**config.mk**
```make
export PLATFORM = sky130hd
export DESIGN_NAME = fpu_shift_reg
export DESIGN_NICKNAME = d
export VERILOG_FILES = /design/src/rtl/fpu_pkg.sv /design/src/rtl/fpu_shift_reg.sv
export SDC_FILE = /design/constraint.sdc
export NUM_CORES = 1
export LEC_CHECK = 0
export ABC_AREA = 1
export CAP_MARGIN = 20
export CORE_MARGIN = 2
export CORE_UTILIZATION = 29
export CTS_CLUSTER_DIAMETER = 200
export DETAILED_ROUTE_END_ITERATION = 8
export SLEW_MARGIN = 20
export SYNTH_ARGS = -nofsm -noshare
export SYNTH_HDL_FRONTEND = slang
export SYNTH_SLANG_ARGS = --single-unit
```
**constraint.sdc**
```tcl
create_clock -name clk -period 0.8 [get_ports clk]
set_input_delay 0.12 -clock clk [delete_from_list [all_inputs] [get_ports clk]]
set_output_delay 0.12 -clock clk [all_outputs]
set_load 0.005 [all_outputs]
```
**src/rtl/fpu_pkg.sv**
```systemverilog
// Shared constants and state encoding for the bit-serial FPU front end.
package fpu_pkg;

    localparam int WORD_W = 32;
    localparam int CNT_W  = 5;

    localparam logic [2:0] OP_ADD = 3'b000;
    localparam logic [2:0] OP_SUB = 3'b001;
    localparam logic [2:0] OP_MUL = 3'b011;
    localparam logic [2:0] OP_DIV = 3'b100;

    localparam logic [WORD_W-1:0] CANONICAL_NAN = 32'h7FC0_0000;

    typedef enum logic [2:0] {
        ST_IDLE,
        ST_LOAD,
        ST_ISSUE,
        ST_WAIT,
        ST_UNLOAD,
        ST_DONE
    } state_e;

endpackage

```
**src/rtl/fpu_shift_reg.sv**
```systemverilog
// 32-bit right-shift register: parallel load wins over shift, serial bit enters at the MSB.
module fpu_shift_reg
    import fpu_pkg::*;
(
    input  logic              clk,
    input  logic              rst,
    input  logic              load_en,
    input  logic [WORD_W-1:0] load_val,
    input  logic              shift_en,
    input  logic              ser_in,
    output logic [WORD_W-1:0] q
);

    logic [WORD_W-1:0] data_q, data_d;

    // NOTE: every always_comb output gets a default first so no path can infer a latch.
    always_comb begin
        data_d = data_q;
        if (load_en) begin
            data_d = load_val;
        end else if (shift_en) begin
            data_d = {ser_in, data_q[WORD_W-1:1]};
        end
    end

    // NOTE: state registers use non-blocking assignments so all flops update together.
    always_ff @(posedge clk or posedge rst) begin
        if (rst) begin
            data_q <= '0;
        end else begin
            data_q <= data_d;
        end
    end

    assign q = data_q;

endmodule

```
# == After elaboration in Yosys (flattened, before gate mapping) ==
# Index checks and enable logic that the tools add are counted.
# totals
regBits,32
output_inout_bits,32
# classes
mux,2
n_reduce_logical,1
# ops
cell,count
$mux W32,2
$reduce_bool A2 Y1,1

# == Depth between registers and ports, before layout ==
# Gate-level depths: netlist of run 1.
# depth
word_depth,2
depth_mapped,5

# == Least setup slack after synthesis of run 1 ==
# OpenSTA, ideal clock, no wires.
# synth_path
path_kind,input port to flip-flop
startpoint,in shift_en
endpoint,reg data_q[12] (netlist: q[12])
cell_stages,4
setup_ps,124
t_required_ps,676
arrival_time_ps,559
setup_slack_ps,117
cell_sequence,buf_4 > buf_4 > nand3_1 > nand3_1
# synth_between
elab_chain_len,1
# synth_rtl
item,line_no,source
from (decl),fpu_shift_reg.sv:9,"input logic shift_en,"
$reduce_bool A2 Y1 (no source line),n/a,
to (signal assigned),fpu_shift_reg.sv:31,data_q <= data_d;
to (decl),fpu_shift_reg.sv:14,"logic [WORD_W-1:0] data_q, data_d;"
# No other way between the ends.
# A chain may end at the register's enable or synchronous reset.

# == Final worst setup path of run 1 ==
# layout_path
startpoint,reg data_q[13] (netlist: q[13])
endpoint,out q[13]
# layout_rtl
item,line_no,source
to (decl),fpu_shift_reg.sv:11,output logic [WORD_W-1:0] q
# No word-level cell between the ends.

==> key figures, run 1 <==
Outcome
  • Status: finished with violations
  • Failing checks: negative setup slack

Routing
  • DR WL/cell: 14.4 um
  • DRT iter0 DRCs: 95
  • Final ANT Viol Nets: 0
  • Drt total wl: between 5000 and 6000 um
  • DRC: 0
  • Vias per inst: ~4.7
  • First-pass DRT Iterations: 4
  • Via count: 1653

Layout
  • Layout Nets: about 320
  • Post-layout instance area: between 2000 and 3000 sq um
  • Max reg flops: 32
  • Commonest non-fill, non-tap cell in the layout: nand2_1
  • Area Growth Syn to Fin: 78.2%
  • Antenna diodes: 0
  • Layout cells sized above 1: 0.425
  • Commonest cells after routing, fill and taps aside: 57 x nand2_1, 38 x nand3_1, 34 x clkdlybuf4s50_1

Synth
  • Cell area after synthesis: 1520 sq um
  • Main area contributors after synthesis: dfrtp_1 53%, nand3_1 21%, nand2_1 16%, buf_6 5.2%, buf_4 2.5%
  • Distinct cells, synth: 9
  • Post-synth top area share: 0.528
  • Synth warnings: 0
  • Post-synthesis cell count: 177
  • Synthesized area per cell: 8.56 sq um
  • Post-synthesis sequential area ratio: 0.528
  • Synth area leader: dfrtp_1
  • #FFs+latches synth: 32
  • Net count after synthesis: 214

Clock network
  • Clk Latency, worst-skew pair: 290 ps
  • CTS tree: built
  • Hold-fix buffers, CTS: 0
  • CTS max path bufs: 2
  • Total CTS buffers: 5
  • CTS clk-pin slew, worst paths: approximately 70 ps
  • CTS Root Cell: clkbuf_8
  • H-tree lvl count: 2
  • Sinks on Clock Net: 32

Global route
  • Gr usage total: 0.176
  • Initial antenna violation count: 0
  • Remaining global-route overflow: 0
  • Vias in the first global route: 1615
  • Largest net degree at the start of global routing: 33
  • First-pass GRT wire length: 8140 um

STA
  • Worst-Margin Slew: a little over 400 ps
  • Rel. slew slack: 0.726
  • Fmax: between 1000 and 1500 MHz
  • Final Setup Violations: 32
  • Unrepaired setup endpoints after global routing: true
  • Hold Fails Final Rpt: 0
  • Slew Limit Fails: 0
  • Min Tclk post-route: roughly 960 ps
  • Final period utilization: 1.19
  • Final setup margin: -155 ps
  • Final setup TNS: -3860 ps
  • Worst hold slack: 72.0 ps
  • Clock Skew: ~5.5 ps

Placement
  • Detail Placement HPWL: between 3000 and 4000 um
  • Port Buffer Count: 68
  • DP Area: about 2500 sq um
  • Pre-CTS setup slack: -625 ps
  • Placer Congestion: approximately 0.79

Worst hold path
  • Min-delay worst type: in -> async

Setup path
  • Instance count on the critical path: 1
  • Critical path's largest stage delay: approximately 400 ps
  • Worst-path maximum fanout: 2
  • Worst path arrival time: between 800 and 900 ps
  • Crit path max-delay cell type: dfrtp_1
  • Crit end category: primary output
  • CP Launch Type: flip-flop
  • Crit path kind: reg -> out
  • Buf+Inv Stages, Crit Path: 1
  • Crit path max-delay family: flip-flops
  • Crit-path cells: buf_2
  • Cell count of the worst reg-to-reg path: 3
  • Crit path required time: approximately 680 ps

Die
  • I/O Pins: 69
  • Core area: roughly 5100 sq um
  • Initial Util: 0.299
  • Std-Cell Rows: 26
  • Die X: 76.3 um
  • Die ar.: between 5000 and 6000 sq um
  • Die Span Y: 76.3 um

Power and ir drop
  • Leak: 1.33 nW
  • Pwr Total: between 4 and 5 mW
  • VDD IR max: 0.673 mV
  • PD cells: 1630 nW/um^2

Job
  • Max-cap check violation count: 0
[metal layers]
metal,GRT usage,vias up,wire (um)
met4,0.0491,0,69
met5,0,-,0
met2,0.276,56,2490
met3,0.0521,9,281
li1,-,801,-
met1,0.236,787,2280
[cell families (layout without fill, tap and decap cells)]
family,Yosys count,count (layout),share of synthesized area
flip-flops,32,32,0.528
AND/OR/NAND/NOR,129,131,0.383
buffers and inverters,16,122,0.0884
[report_power, final]
group | internal (mW) | switching [mW]
clock | 0.701 | 0.589
sequential | 1.78 | 0.106
combinational | 0.697 | 0.519
total | 3.18 | 1.21
[synthesized netlist by cell type, drive strengths merged]
| cell type | number |
|---|---|
| inv | 2 |
| dfrtp | 32 |
| nand2 | 64 |
| nor2 | 1 |
| buf | 14 |
| nand3 | 64 |
[worst paths after layout]
kind,startpoint,end,slack [ps]
worst max-delay path,q[13],q[13],-160
worst min-delay path,rst,q[10],70
worst max register to register,q[24],q[23],0
worst min register to register,q[18],q[18],550
max in group asynchronous,rst,q[24],430
min in group clk,load_en,q[25],360
[through the flow]
| step | utilization | std cells |
|---|---|---|
| floorplan | - | 177 |
| global placement | 0.489 | 339 |
| detailed placement | 0.489 | 339 |
| CTS | 0.503 | 355 |
| global route | 0.532 | 355 |
| finish | 0.532 | 355 |
[final cells by class]
type	count	area [sq um]
sequential	32	801
clock buffer	8	90.1
tap	70	87.6
multi-input combinational	131	751
inverter	2	13.8
fill	512	2370
timing repair buffer	112	957
[repair_timing]
action                                  4_1_cts  5_1_grt
endpoints found under the setup margin       64       62
pin swaps                                     9       11
setup buffers                                15        4
gates resized for setup                     141       39
cloned                                        3        0
(Power assumes the default switching activity.)
==> run 2: changes to the inputs <==
==> constraint.sdc (replaced) <==
create_clock -name clk -period 0.8 [get_ports clk]
set_input_delay 0.16 -clock clk [delete_from_list [all_inputs] [get_ports clk]]
set_output_delay 0.16 -clock clk [all_outputs]
set_load 0.005 [all_outputs]
==> run 2 against run 1 <==
Compared with the run above: the flow still finishes with violations (negative setup slack); non-clock buffer count rose by 1; via count grew 0.48%; die area stayed put; combinational power about the same; wire length is 0.63% higher; flip-flop and latch count did not move; first-iteration DRC count shrank 38%; cell count up 0.28%; register-to-register slack about the same; design area grew 0.74%; sequential share of layout area decreased by 0.22 points; critical path depth unchanged; largest cell class unchanged.
==> key figures, run 2 (synthesis gave the netlist of run 1 again) <==
Outcome
  • Status: finished with violations
  • Failing checks: negative setup slack

Die
  • Std-Cell Rows: 26 (unchanged)
  • Core area: 5070 sq um (unchanged)
  • Initial Util: 0.299 (unchanged)
  • Die Span Y: 76.3 um (unchanged)
  • I/O Pins: 69 (unchanged)
  • Die ar.: 5820 sq um (unchanged)
  • Die X: 76.3 um (unchanged)

Power and ir drop
  • Leak: 1.34 nW (+0.72%)
  • PD cells: 1620 nW/um^2 (-0.69%)
  • VDD IR max: 0.676 mV (+0.54%)

Global route
  • Gr usage total: 0.176 (unchanged)
  • Remaining global-route overflow: 0 (unchanged)
  • Vias in the first global route: 1624 (+0.56%)
  • First-pass GRT wire length: 8140 um (unchanged)
  • Largest net degree at the start of global routing: 33 (unchanged)
  • Initial antenna violation count: 0 (unchanged)

Routing
  • Final ANT Viol Nets: 0 (unchanged)
  • DRT iter0 DRCs: 59 (-38%)
  • Drt total wl: 5150 um (+0.63%)
  • DR WL/cell: 14.5 um (+0.34%)
  • DRC: 0 (unchanged)
  • First-pass DRT Iterations: 4 (unchanged)
  • Vias per inst: 4.67 (+0.20%)
  • Via count: 1661 (+0.48%)

STA
  • Min Tclk post-route: 985 ps (+29.4 ps)
  • Worst-Margin Slew: 400 ps (-12.0 ps)
  • Clock Skew: 3.68 ps (-1.85 ps)
  • Slew Limit Fails: 0 (unchanged)
  • Worst hold slack: 118 ps (+46.1 ps)
  • Final period utilization: 1.23 (+0.0368)
  • Rel. slew slack: 0.734 (+0.00797)
  • Hold Fails Final Rpt: 0 (unchanged)
  • Final Setup Violations: 32 (unchanged)
  • Unrepaired setup endpoints after global routing: true
  • Fmax: 1020 MHz (-3.0%)
  • Final setup margin: -185 ps (-29.4 ps)

Setup path
  • Worst r2r dst: q[23]
  • Crit path from: q[20]
  • Instance count on the critical path: 1 (unchanged)
  • Crit path max-delay family: flip-flops
  • Crit path max-delay cell type: dfrtp_1
  • Crit path kind: reg -> out
  • Reg2reg setup slack: 0 ps (unchanged)
  • Crit path required time: 640 ps (-40 ps)
  • Worst path arrival time: 820 ps (-20 ps)
  • CP Launch Type: flip-flop
  • Worst-path maximum fanout: 2 (unchanged)
  • Crit end category: primary output
  • Crit path to: q[20]
  • Crit-path cells: buf_2
  • Critical path's largest stage delay: 410 ps (about the same)
  • R2R Path Start: q[24]
  • Cell count of the worst reg-to-reg path: 3 (unchanged)
  • Buf+Inv Stages, Crit Path: 1 (unchanged)

Placement
  • Port Buffer Count: 68 (unchanged)
  • Placed cells: 339 (unchanged)
  • Detail Placement HPWL: 3060 um (unchanged)
  • Placer Congestion: 0.785 (unchanged)

Clock network
  • CTS max path bufs: 2 (unchanged)
  • CTS tree: built
  • Clk Latency, worst-skew pair: 280 ps (about the same)
  • Sinks on Clock Net: 32 (unchanged)
  • CTS Root Cell: clkbuf_8
  • Hold-fix buffers, CTS: 0 (unchanged)
  • H-tree lvl count: 2 (unchanged)
  • Total CTS buffers: 5 (unchanged)
  • CTS clk-pin slew, worst paths: 70 ps (about the same)

Layout
  • Antenna diodes: 0 (unchanged)
  • Commonest non-fill, non-tap cell in the layout: nand2_1
  • # fillers: 502 (-2.0%)
  • Commonest cells after routing, fill and taps aside: 53 x nand2_1, 37 x nand3_1, 34 x clkdlybuf4s50_1
  • Final std cells w/o fill: 356 (+0.28%)
  • Layout cells sized above 1: 0.448 (+0.0230)
  • Max reg flops: 32 (unchanged)
  • Layout Nets: 322 (+0.31%)
  • Area Growth Syn to Fin: 79.5%

Worst hold path
  • Min-delay worst type: in -> async

Job
  • Max-cap check violation count: 0 (unchanged)
==> run 2: changes by cell type in the layout (fill, tap and decap cells not counted), sizes merged <==
cell / previous run / this run
bufbuf: 1 / 0
clkdlybuf4s15: 1 / 0
clkbuf: 9 / 10
buf: 75 / 77
==> run 2: per-layer routing <==
layer,up-vias,global-route usage,part of all wire
met3,6,0.0521,0.052
met1,800,0.235,0.45
met5,-,0,0
li1,803,-,-
met2,52,0.281,0.49
met4,0,0.0436,0.011
==> run 2: repair_timing <==
item                                    4_1_cts  5_1_grt
pin swaps                                    12       11
buffers inserted                             16        8
resized for setup                           148       43
cloned                                        3        0
endpoints found under the setup margin       64       64
==> run 2: final cells by class <==
type,instances,area (sq um),area share
clock buffers,8,90.1,0.0331
inverters,2,13.8,0.00506
multi-input cells,131,766,0.282
flip-flops and latches,32,801,0.294
well taps,70,87.6,0.0322
repair buffers,113,962,0.354
==> run 2: metrics by stage <==
| stage | area [sq um] | utilization | power (mW) | setup slack (ps) | TNS (ps) |
|---|---|---|---|---|---|
| 6_report | 2720 | 0.536 | 4.40 | -185 | -5040 |
| 5_1_grt | 2720 | 0.536 | 4.64 | -212 | -6250 |
| 4_1_cts | 2580 | 0.509 | 4.34 | -191 | -5140 |
| 3_5_place_dp | 2480 | 0.489 | 3.11 | -665 | -27070 |
| 3_3_place_gp | 2480 | 0.489 | 3.10 | -651 | -26800 |
| 2_1_floorplan | 1520 | - | 2.28 | 76.6 | 0 |
==> run 2: worst min-delay path by stage <==
stage	from	to	slack [ps]	cells after the start
CTS	rst	q[10]	110	2
global route	rst	q[10]	140	2
global placement	rst	q[10]	420	2
finish	rst	q[10]	120	2
detailed placement	rst	q[10]	420	2
floorplan	rst	q[0]	90	1
==> run 2: power by group <==
part / internal [mW] / switching (mW) / total [mW]
logic: 0.703 / 0.532 / 1.24
registers: 1.78 / 0.106 / 1.89
clock network: 0.701 / 0.572 / 1.27
total: 3.19 / 1.21 / 4.40
==> run 3: changes to the inputs <==
--- a/config.mk
+++ b/config.mk
@@ -9,3 +9,2 @@
 export CAP_MARGIN = 20
-export CORE_MARGIN = 2
 export CORE_UTILIZATION = 29
--- a/constraint.sdc
+++ b/constraint.sdc
@@ -3,2 +3,2 @@
 set_output_delay 0.16 -clock clk [all_outputs]
-set_load 0.005 [all_outputs]
+set_load 0.05 [all_outputs]
==> run 3 against run 2 <==
Compared with the run above: the flow still finishes with violations (negative setup slack); cell count fell by 3.1%; register-to-register slack got worse by 40 ps; clock-buffer cell count fell by 2; hold slack better by 160 ps; die area down 5.2%; sequential power grew 6%; power is 28% higher; via count increased by 0.24%; critical endpoint is now q[18].
==> key figures, run 3 (synthesis gave the netlist of run 1 again) <==
Global route
  • Vias in the first global route: 1595 (-1.8%)
  • Initial antenna violation count: 0 (unchanged)
  • Largest net degree at the start of global routing: 33 (unchanged)
  • Gr usage total: 0.178 (+0.00228)
  • Remaining global-route overflow: 0 (unchanged)
  • First-pass GRT wire length: 7450 um (-8.6%)

STA
  • Final period utilization: 1.34 (+0.107)
  • Worst-Margin Slew: 362 ps (-37.6 ps)
  • Rel. slew slack: 0.758 (+0.0249)
  • Hold Fails Final Rpt: 0 (unchanged)
  • Min Tclk post-route: 1070 ps (+85.6 ps)
  • Clock Skew: 5.90 ps (+2.22 ps)
  • Unrepaired setup endpoints after global routing: true
  • Slew Limit Fails: 0 (unchanged)
  • Final Setup Violations: 47 (+47%)
  • Fmax: 934 MHz (-8.0%)
  • Final setup margin: -270 ps (-85.6 ps)

Power and ir drop
  • VDD IR max: 0.943 mV (+40%)
  • Pwr Total: 5.63 mW (+28%)
  • Leak: 1.59 nW (+19%)
  • PD cells: 1660 nW/um^2 (+2.7%)

Placement
  • DP Area: 2600 sq um (+4.6%)
  • Detail Placement HPWL: 2880 um (-5.9%)
  • Placer Congestion: 0.754 (-4.0%)
  • Port Buffer Count: 68 (unchanged)

Die
  • Die ar.: 5520 sq um (-5.2%)
  • Std-Cell Rows: 25 (-3.8%)
  • I/O Pins: 69 (unchanged)
  • Die Span Y: 74.3 um (-2.6%)
  • Core area: 4880 sq um (-3.8%)
  • Initial Util: 0.311 (+0.0119)
  • Die X: 74.3 um (-2.6%)

Layout
  • Post-layout instance area: 3390 sq um (+25%)
  • Multi-input gate area in the final layout: 943 sq um (+23%)
  • Antenna diodes: 0 (unchanged)
  • Layout cells sized above 1: 0.572 (+0.124)
  • Max reg flops: 32 (unchanged)
  • Layout Nets: 315 (-2.2%)
  • Commonest non-fill, non-tap cell in the layout: nand3_2
  • Commonest cells after routing, fill and taps aside: 52 x nand3_2, 44 x nand2_1, 35 x buf_12
  • Reg area: 802 sq um (+0.16%)
  • # fillers: 379 (-25%)
  • Util after Layout: 0.695 (+0.159)
  • Area Growth Syn to Fin: 124%

Routing
  • Final ANT Viol Nets: 0 (unchanged)
  • First-pass DRT Iterations: 4 (unchanged)
  • Vias per inst: 4.83 (+3.4%)
  • DRT iter0 DRCs: 47 (-20%)
  • DRC: 0 (unchanged)
  • Via count: 1665 (+0.24%)
  • DR WL/cell: 14.9 um (+2.9%)
  • Drt total wl: 5130 um (-0.29%)

Worst hold path
  • Min-delay worst type: in -> async

Setup path
  • CP Launch Type: flip-flop
  • Buf+Inv Stages, Crit Path: 1 (unchanged)
  • Worst-path maximum fanout: 2 (unchanged)
  • Crit path kind: reg -> out
  • Crit path max-delay cell type: dfrtp_1
  • Crit path required time: 640 ps (about the same)
  • Critical path's largest stage delay: 450 ps (+40 ps)
  • Crit-path cells: buf_12
  • Crit end category: primary output
  • Worst path arrival time: 910 ps (+90 ps)
  • Crit path max-delay family: flip-flops

Clock network
  • H-tree lvl count: 2 (unchanged)
  • Clk Latency, worst-skew pair: 280 ps (about the same)
  • CTS tree: built
  • CTS max path bufs: 2 (unchanged)
  • CTS clk-pin slew, worst paths: 70 ps (about the same)
  • Sinks on Clock Net: 32 (unchanged)
  • Hold-fix buffers, CTS: 0 (unchanged)
  • Total CTS buffers: 5 (unchanged)
  • CTS Root Cell: clkbuf_8

Job
  • Max-cap check violation count: 0 (unchanged)

Outcome
  • Status: finished with violations
  • Failing checks: negative setup slack
run 3: path summary, 6_finish.rpt:
path                       startpoint     to  slack [ps]  cells after the start
setup reg to reg                q[18]  q[17]         -40                      3
hold reg to reg                  q[6]   q[6]         590                      2
setup / recovery                q[18]  q[18]        -270                      1
max in group asynchronous         rst  q[22]         390                      3
hold / removal                    rst  q[13]         280                      3
min in group clk              load_en  q[13]         400                      4
run 3: cell type report:
type	instances	area share
clock buffer	6	0.0214
clock inverter	1	0.00148
inverter	2	0.00480
multi-input combinational	129	0.278
sequential	32	0.236
tap	67	0.0247
timing repair buffer	108	0.433
run 3: through the flow:
stage	setup WS (ps)	hold WS, ps	std cells	TNS [ps]
2_1_floorplan	-102	88.4	177	-3220
3_3_place_gp	-556	533	309	-16920
3_5_place_dp	-571	542	309	-17670
4_1_cts	-257	280	344	-7710
5_1_grt	-286	283	345	-9170
6_report	-270	279	345	-7630
run 3: layer usage:
metal  vias to the layer above  part of all wire  track usage
met5                         -                 0            0
met4                         0             0.011       0.0587
met3                         8             0.063       0.0393
met2                        62              0.49        0.285
met1                       808              0.44        0.240
li1                        787                 -            -
run 3: what timing repair did:
action	4_1_cts	5_1_grt
buffers inserted	27	5
pin swaps	2	30
gates resized for setup	20	108
endpoints found under the setup margin	64	64
gates cloned	1	0
run 3: power breakdown:
group          internal, mW  switching (mW)
clock                 0.591           0.581
sequential             1.78           0.225
combinational          1.28            1.18
